[src/rtl/axis_pkg.sv]
// rtl/axis_pkg.sv - lane-count and lane-index-width helpers shared by the AXI-Stream width converters
//
// Purpose: compile-time width helper and a popcount used to turn a tkeep
// mask into a lane count. Shared between axis_downsizer and axis_upsizer.
// Ports: none (package).

package axis_pkg;

    // Widest tkeep the popcount helper accepts; callers zero-extend into it.
    localparam int MAX_LANES = 64;

    // Bits needed to index 0..ratio-1; never less than one bit.
    function automatic int idx_width(input int ratio);
        return (ratio > 1) ? $clog2(ratio) : 1;
    endfunction

    // Number of set bits in a keep mask. Holes in the mask are counted too,
    // so a non-contiguous mask still yields its popcount.
    function automatic int lane_count(input logic [MAX_LANES-1:0] keep);
        int n;
        n = 0;
        for (int i = 0; i < MAX_LANES; i++) begin
            n += int'(keep[i]);
        end
        return n;
    endfunction

endpackage

[src/rtl/axis_downsizer.sv]
// rtl/axis_downsizer.sv - AXI-Stream width downsizer, one wide beat out as DATA_RATIO narrow lanes
//
// Purpose: captures one wide beat into a holding register and replays it
// lane by lane (lane 0 first), honouring tkeep so only the valid lanes are
// emitted. The final-lane handshake reopens the slave side in the same
// cycle so full beats stream without a bubble.
// Ports:
//   aclk, areset                      clock, synchronous active-high reset
//   s_axis_tdata/tkeep/tvalid/tlast   wide slave stream in
//   s_axis_tready                     slave ready out
//   m_axis_tdata/tvalid/tlast         narrow master stream out
//   m_axis_tready                     master ready in
//   err_null_beat                     sticky: a beat with tkeep==0 was accepted

module axis_downsizer
    import axis_pkg::*;
#(
    parameter int DATA_WIDTH   = 8,
    parameter int DATA_RATIO   = 8,
    parameter int S_DATA_WIDTH = DATA_RATIO * DATA_WIDTH,
    parameter int M_DATA_WIDTH = DATA_WIDTH
) (
    input  logic                    aclk,
    input  logic                    areset,
    input  logic [S_DATA_WIDTH-1:0] s_axis_tdata,
    input  logic [DATA_RATIO-1:0]   s_axis_tkeep,
    input  logic                    s_axis_tvalid,
    input  logic                    s_axis_tlast,
    output logic                    s_axis_tready,
    output logic [M_DATA_WIDTH-1:0] m_axis_tdata,
    output logic                    m_axis_tvalid,
    output logic                    m_axis_tlast,
    input  logic                    m_axis_tready,
    output logic                    err_null_beat
);

    localparam int IDX_W = idx_width(DATA_RATIO);
    // One extra bit so a full beat (N == DATA_RATIO) does not wrap to zero.
    localparam int CNT_W = IDX_W + 1;

    logic [S_DATA_WIDTH-1:0] r_data;
    logic                    r_busy;
    logic                    r_last;
    logic [IDX_W-1:0]        r_idx;
    logic [CNT_W-1:0]        r_cnt;
    logic                    r_err;

    logic [CNT_W-1:0]        w_keep_cnt;
    logic                    w_out_hs;
    logic                    w_final_lane;
    logic                    w_beat_end;
    logic                    w_in_hs;
    logic                    w_null;
    logic                    w_load;
    logic [DATA_WIDTH-1:0]   w_lanes [DATA_RATIO];

    assign w_keep_cnt   = CNT_W'(lane_count(MAX_LANES'(s_axis_tkeep)));

    assign w_out_hs     = r_busy && m_axis_tready;
    assign w_final_lane = ({1'b0, r_idx} == (r_cnt - CNT_W'(1)));
    assign w_beat_end   = w_out_hs && w_final_lane;

    // Ready reopens on the last lane's handshake, giving back-to-back beats.
    assign s_axis_tready = (!r_busy || w_beat_end) && !areset;
    assign w_in_hs       = s_axis_tvalid && s_axis_tready;
    assign w_null        = w_in_hs && (w_keep_cnt == '0);
    assign w_load        = w_in_hs && !w_null;

    for (genvar g = 0; g < DATA_RATIO; g++) begin : g_lane
        assign w_lanes[g] = r_data[g*DATA_WIDTH +: DATA_WIDTH];
    end

    assign m_axis_tdata  = w_lanes[r_idx];
    assign m_axis_tvalid = r_busy;
    assign m_axis_tlast  = r_busy && r_last && w_final_lane;
    assign err_null_beat = r_err;

    always_ff @(posedge aclk) begin
        if (areset) begin
            r_busy <= 1'b0;
            r_idx  <= '0;
            r_cnt  <= '0;
            r_last <= 1'b0;
            r_err  <= 1'b0;
        end else begin
            if (w_null) begin
                r_err <= 1'b1;
            end
            // A null beat is dropped outright; it neither loads nor holds
            // off the end of the beat currently draining.
            if (w_load) begin
                r_busy <= 1'b1;
                r_idx  <= '0;
                r_cnt  <= w_keep_cnt;
                r_last <= s_axis_tlast;
            end else if (w_beat_end) begin
                r_busy <= 1'b0;
                r_idx  <= '0;
            end else if (w_out_hs) begin
                r_idx  <= r_idx + 1'b1;
            end
        end
    end

    // Holding data is qualified by r_busy, so it needs no reset.
    always_ff @(posedge aclk) begin
        if (w_load) begin
            r_data <= s_axis_tdata;
        end
    end

endmodule

[config.mk]
export PLATFORM = sky130hd
export DESIGN_NAME = axis_downsizer
export DESIGN_NICKNAME = d
export VERILOG_FILES = /design/src/rtl/axis_pkg.sv /design/src/rtl/axis_downsizer.sv
export SDC_FILE = /design/constraint.sdc
export NUM_CORES = 1
export LEC_CHECK = 0
export BUFFER_PORTS_ARGS = -buffer_cell sky130_fd_sc_hd__buf_2
export CORE_ASPECT_RATIO = 0.75
export CORE_MARGIN = 2
export CORE_UTILIZATION = 56
export CTS_CLUSTER_DIAMETER = 30
export DETAILED_ROUTE_END_ITERATION = 12
export PLACE_DENSITY = 0.82
export SLEW_MARGIN = 20
export SYNTH_ARGS = -nofsm -noshare
export SYNTH_HDL_FRONTEND = slang
export SYNTH_SLANG_ARGS = --single-unit
[constraint.sdc]
create_clock -name aclk -period 11.45 [get_ports aclk]
set_clock_uncertainty 0.1 [all_clocks]
set_input_delay 2.29 -clock aclk [delete_from_list [all_inputs] [get_ports aclk]]
set_output_delay 2.29 -clock aclk [all_outputs]
set_load 0.05 [all_outputs]
==> key figures <==
Status
  – Status: completed

Setup path
  – Largest fanout on the critical path: 64
  – Reg-to-reg critical path endpoint: r_data[37]
  – Logic depth of the worst register-to-register path: 6
  – Crit path required time: 11.31 ns
  – Series of cell instances along the critical path: buf_2, fa_1, inv_1, fa_1, fa_1, inv_1, ha_1, inv_1, fa_1, or4bb_1, o311a_2, o21ai_4, nor2_4, buf_4
  – Nature of the critical path endpoint: flip-flop
  – Setup CP Type: in2reg
  – Top cell by count, worst path: sky130_fd_sc_hd__fa_1
  – Arrival time reported for the critical path endpoint: 5.97 ns
  – Standard cell with the maximum stage delay on the critical path: sky130_fd_sc_hd__buf_4
  – Worst R2R Start: r_idx[2]
  – Sort of element at the start of the critical path: primary input
  – Worst reg-to-reg setup slack: 8.43 ns
  – CP peak stage delay: 0.61 ns

Layout
  – Most frequent cells in the layout: sky130_fd_sc_hd__buf_2, sky130_fd_sc_hd__edfxtp_1, sky130_fd_sc_hd__mux4_2, sky130_fd_sc_hd__inv_1, sky130_fd_sc_hd__dfxtp_1
  – Area taken by multi-input logic gates: 994.7 µm²
  – Count of placed standard cells in the final layout, fillers left out: 354
  – Count of fill cells added during filler insertion: 368
  – Register area: 0.002122 mm²
  – ANT cells: 0
  – Final core utilization: 71.22%
  – Area growth from synthesis to layout: 21.08%
  – Layout cell share with drive strength beyond 1: 48.75%
  – Count of nets after finishing: 361
  – Most frequent standard cell in the layout excluding fill and tap cells: sky130_fd_sc_hd__buf_2

Clocking
  – Root Driver: sky130_fd_sc_hd__clkbuf_8
  – Maximum count of clock buffers along a single path: 2
  – Post-CTS sizing: 0
  – # Post-CTS Setup Buffers: 0
  – Number of buffers inserted for hold repair after clock tree synthesis: 0
  – Clock latency reported for the late side of the worst-skew pair: 0.32 ns
  – Num CTS Buffers: 9
  – CTS tree: yes
  – Sinks on the clock net: 74
  – Htree depth: 3
  – Register clock-pin slew on the reported worst setup and hold paths: 0.07 ns

Synth
  – Ys async rst share: 0%
  – Post-synthesis cell type count: 42
  – Instance count of the mapped netlist: 180
  – XOR/XNOR Fraction of Synth Area: 1.369%
  – Post-Syn Nets: 266
  – Number of enable flip-flop cells after synthesis: 64
  – Share of the synthesized area in compound gates (AO/OA/AOI/OAI): 4.810%
  – Mean Syn Cell Area: 17.77 µm²
  – Top flip-flop cell by instance count after synthesis: sky130_fd_sc_hd__edfxtp_1
  – Simple-Gate Fraction of Synth Area: 5.358%
  – Sequential area share after synthesis: 66.33%
  – Main combinational cell family by area after synthesis: multiplexers
  – Multiplexer area fraction after synthesis: 14.86%
  – Adder-cell area share of the yosys netlist: 4.458%
  – Number of warnings reported in the yosys synthesis log: 0
  – Count of state elements after synthesis: 74
  – Syn Std Cell Area: 0.003199 mm²

Hold path
  – WHS Path Cells: 2
  – Endpoint of the worst hold path: err_null_beat
  – Type of the worst min-delay path: reg2reg
  – Startpoint of the most critical hold path: err_null_beat

Power
  – P_int: 0.4482 mW
  – Switching pwr: 0.1580 mW
  – Worst ir drop on vdd: 0.1007 mV
  – Power Dens Cells: 156.5 mW/mm²
  – Part of the total power dissipated in the clock network: 26.0%
  – Seq pwr share: 54.3%
  – Portion of total power attributed to combinational logic: 19.7%
  – Overall power consumption: 0.6062 mW
  – Leakage dissipation: 1.511 nW
  – Share of total power consumed by net switching: 26.06%

Floorplan
  – Die Span X: 91.28 µm
  – Core area: 0.005439 mm²
  – Row Count: 23
  – Vertical extent of the die: 69.46 µm
  – Total die area: 0.006340 mm²
  – I/O pins: 89
  – Initial Util: 58.82%

GRT
  – Vias in the first global route: 1,993
  – Overflow left after global routing: 0
  – Global-route wire length before repair: 9039 µm
  – Total routing resource utilization after global routing: 18.89%
  – Largest net degree at the start of global routing: 65
  – Number of antenna violations at the first check in global routing: 0

Place
  – Worst slack at placement: 4.967 ns
  – Hpwl dp: 3983 µm
  – Number of buffer cells added on primary ports: 88
  – DP Cell Count: 339
  – Final RePlAce weighted congestion: 0.7723

Routing
  – 1st-pass router iterations: 4
  – Total via count in the routed design: 1,832
  – Detail Route Antenna Nets: 0
  – Iteration-0 DRC Markers: 80
  – Aggregate routed wire length: 5436 µm
  – Via-per-instance ratio: 5.175
  – Post-detailed-route DRC marker count: 0
  – Routed length per instance: 15.36 µm

STA
  – Highest achievable clock rate: 163.4 MHz
  – Count of endpoints failing hold in the final timing report: 0
  – Setup TNS after final layout: 0 ns
  – Final max-slew violation count: 0
  – Final setup margin: 5.330 ns
  – Transition time of the tightest slew-check pin: 0.9046 ns
  – Max-slew headroom at the worst pin: 39.61%
  – Fin crit share: 53.45%
  – RSZ-0062 raised after global routing: no
  – Endpoints failing setup: 0
  – Final min period: 6.120 ns

Run
  – Max capacitance violation total: 0
==> worst max-delay path by stage <==
stage / start / endpoint / depth (start not counted)
final: s_axis_tkeep[0] / r_data[37] / 14
after global routing: s_axis_tkeep[0] / r_data[37] / 14
after CTS: s_axis_tkeep[0] / r_data[37] / 14
after detailed placement: s_axis_tkeep[0] / r_data[30] / 14
after global placement: s_axis_tkeep[0] / r_data[14] / 14
after floorplan: s_axis_tkeep[0] / r_data[0] / 12
==> through the flow <==
step | hold WS, ns | area, µm²
2_1_floorplan | 0.3469 | 3199
3_3_place_gp | 0.3570 | 3722
3_5_place_dp | 0.3571 | 3722
4_1_cts | 0.3680 | 3874
5_1_grt | 0.4145 | 3874
6_report | 0.3693 | 3874
==> per-layer routing <==
layer  vias to the layer above  global-route usage, %  share of wire, %  wire [µm]
li1                        886                      -                 -          -
met1                       870                  24.41                45       2423
met2                        68                  29.96                49       2659
met3                         8                  6.630               5.6        304
met4                         0                  6.902              0.88         48
met5                         -                      0                 0          0
==> power by group through the flow <==
| stage | combinational, mW | sequential (mW) | clock, mW |
|---|---|---|---|
| 2_1_floorplan | 0.0848 | 0.336 | 0 |
| 3_3_place_gp | 0.117 | 0.334 | 0 |
| 3_5_place_dp | 0.120 | 0.335 | 0 |
| 4_1_cts | 0.121 | 0.329 | 0.163 |
| 5_1_grt | 0.133 | 0.331 | 0.174 |
| 6_report | 0.120 | 0.329 | 0.157 |
==> worst max-delay path, delay by kind of cell <==
family / cells / cell delay [ns]
adders and majority gates: 5 / 2.13
buffers and inverters: 5 / 0.88
and+or+nand+nor: 2 / 0.29
AOI/OAI and AO/OA: 2 / 0.37
==> registers in the layout, indices dropped and copies added (netlist names) <==
signal and flops:
m_axis_tvalid 1, r_data 64, r_cnt 4, err_null_beat 1, r_idx 3, r_last 1
==> layout make-up <==
type,count,area share [%]
clock buffer,11,3.391
clock inverter,4,0.5168
sequential,74,54.78
timing repair buffer,90,11.76
inverter,15,1.453
tap,75,2.422
multi-input combinational,85,25.68
==> kinds of logic after synthesis <==
logic type / Yosys count
AO/OA/AOI/OAI: 17
XOR/XNOR: 5
adder cells (fa/ha/maj): 9
buffers and inverters: 21
flip-flops: 74
multiplexers: 26
AND/OR/NAND/NOR: 28
==> synth_stat cells (2+ instances only) <==
library cell,instances,area (µm²)
sky130_fd_sc_hd__a211oi_1,2,15.01
sky130_fd_sc_hd__a21oi_1,2,10.01
sky130_fd_sc_hd__buf_2,3,15.01
sky130_fd_sc_hd__clkbuf_1,2,7.510
sky130_fd_sc_hd__dfxtp_1,10,200.2
sky130_fd_sc_hd__edfxtp_1,64,1922
sky130_fd_sc_hd__fa_1,4,80.08
sky130_fd_sc_hd__ha_1,5,62.56
sky130_fd_sc_hd__inv_1,15,56.30
sky130_fd_sc_hd__mux2_2,8,90.09
sky130_fd_sc_hd__mux4_2,16,360.4
sky130_fd_sc_hd__nand2_1,6,22.52
sky130_fd_sc_hd__nand2b_1,5,31.28
sky130_fd_sc_hd__nor2_1,6,22.52
sky130_fd_sc_hd__xor2_1,5,43.79
Note: power is estimated with default switching activity, not from simulation.
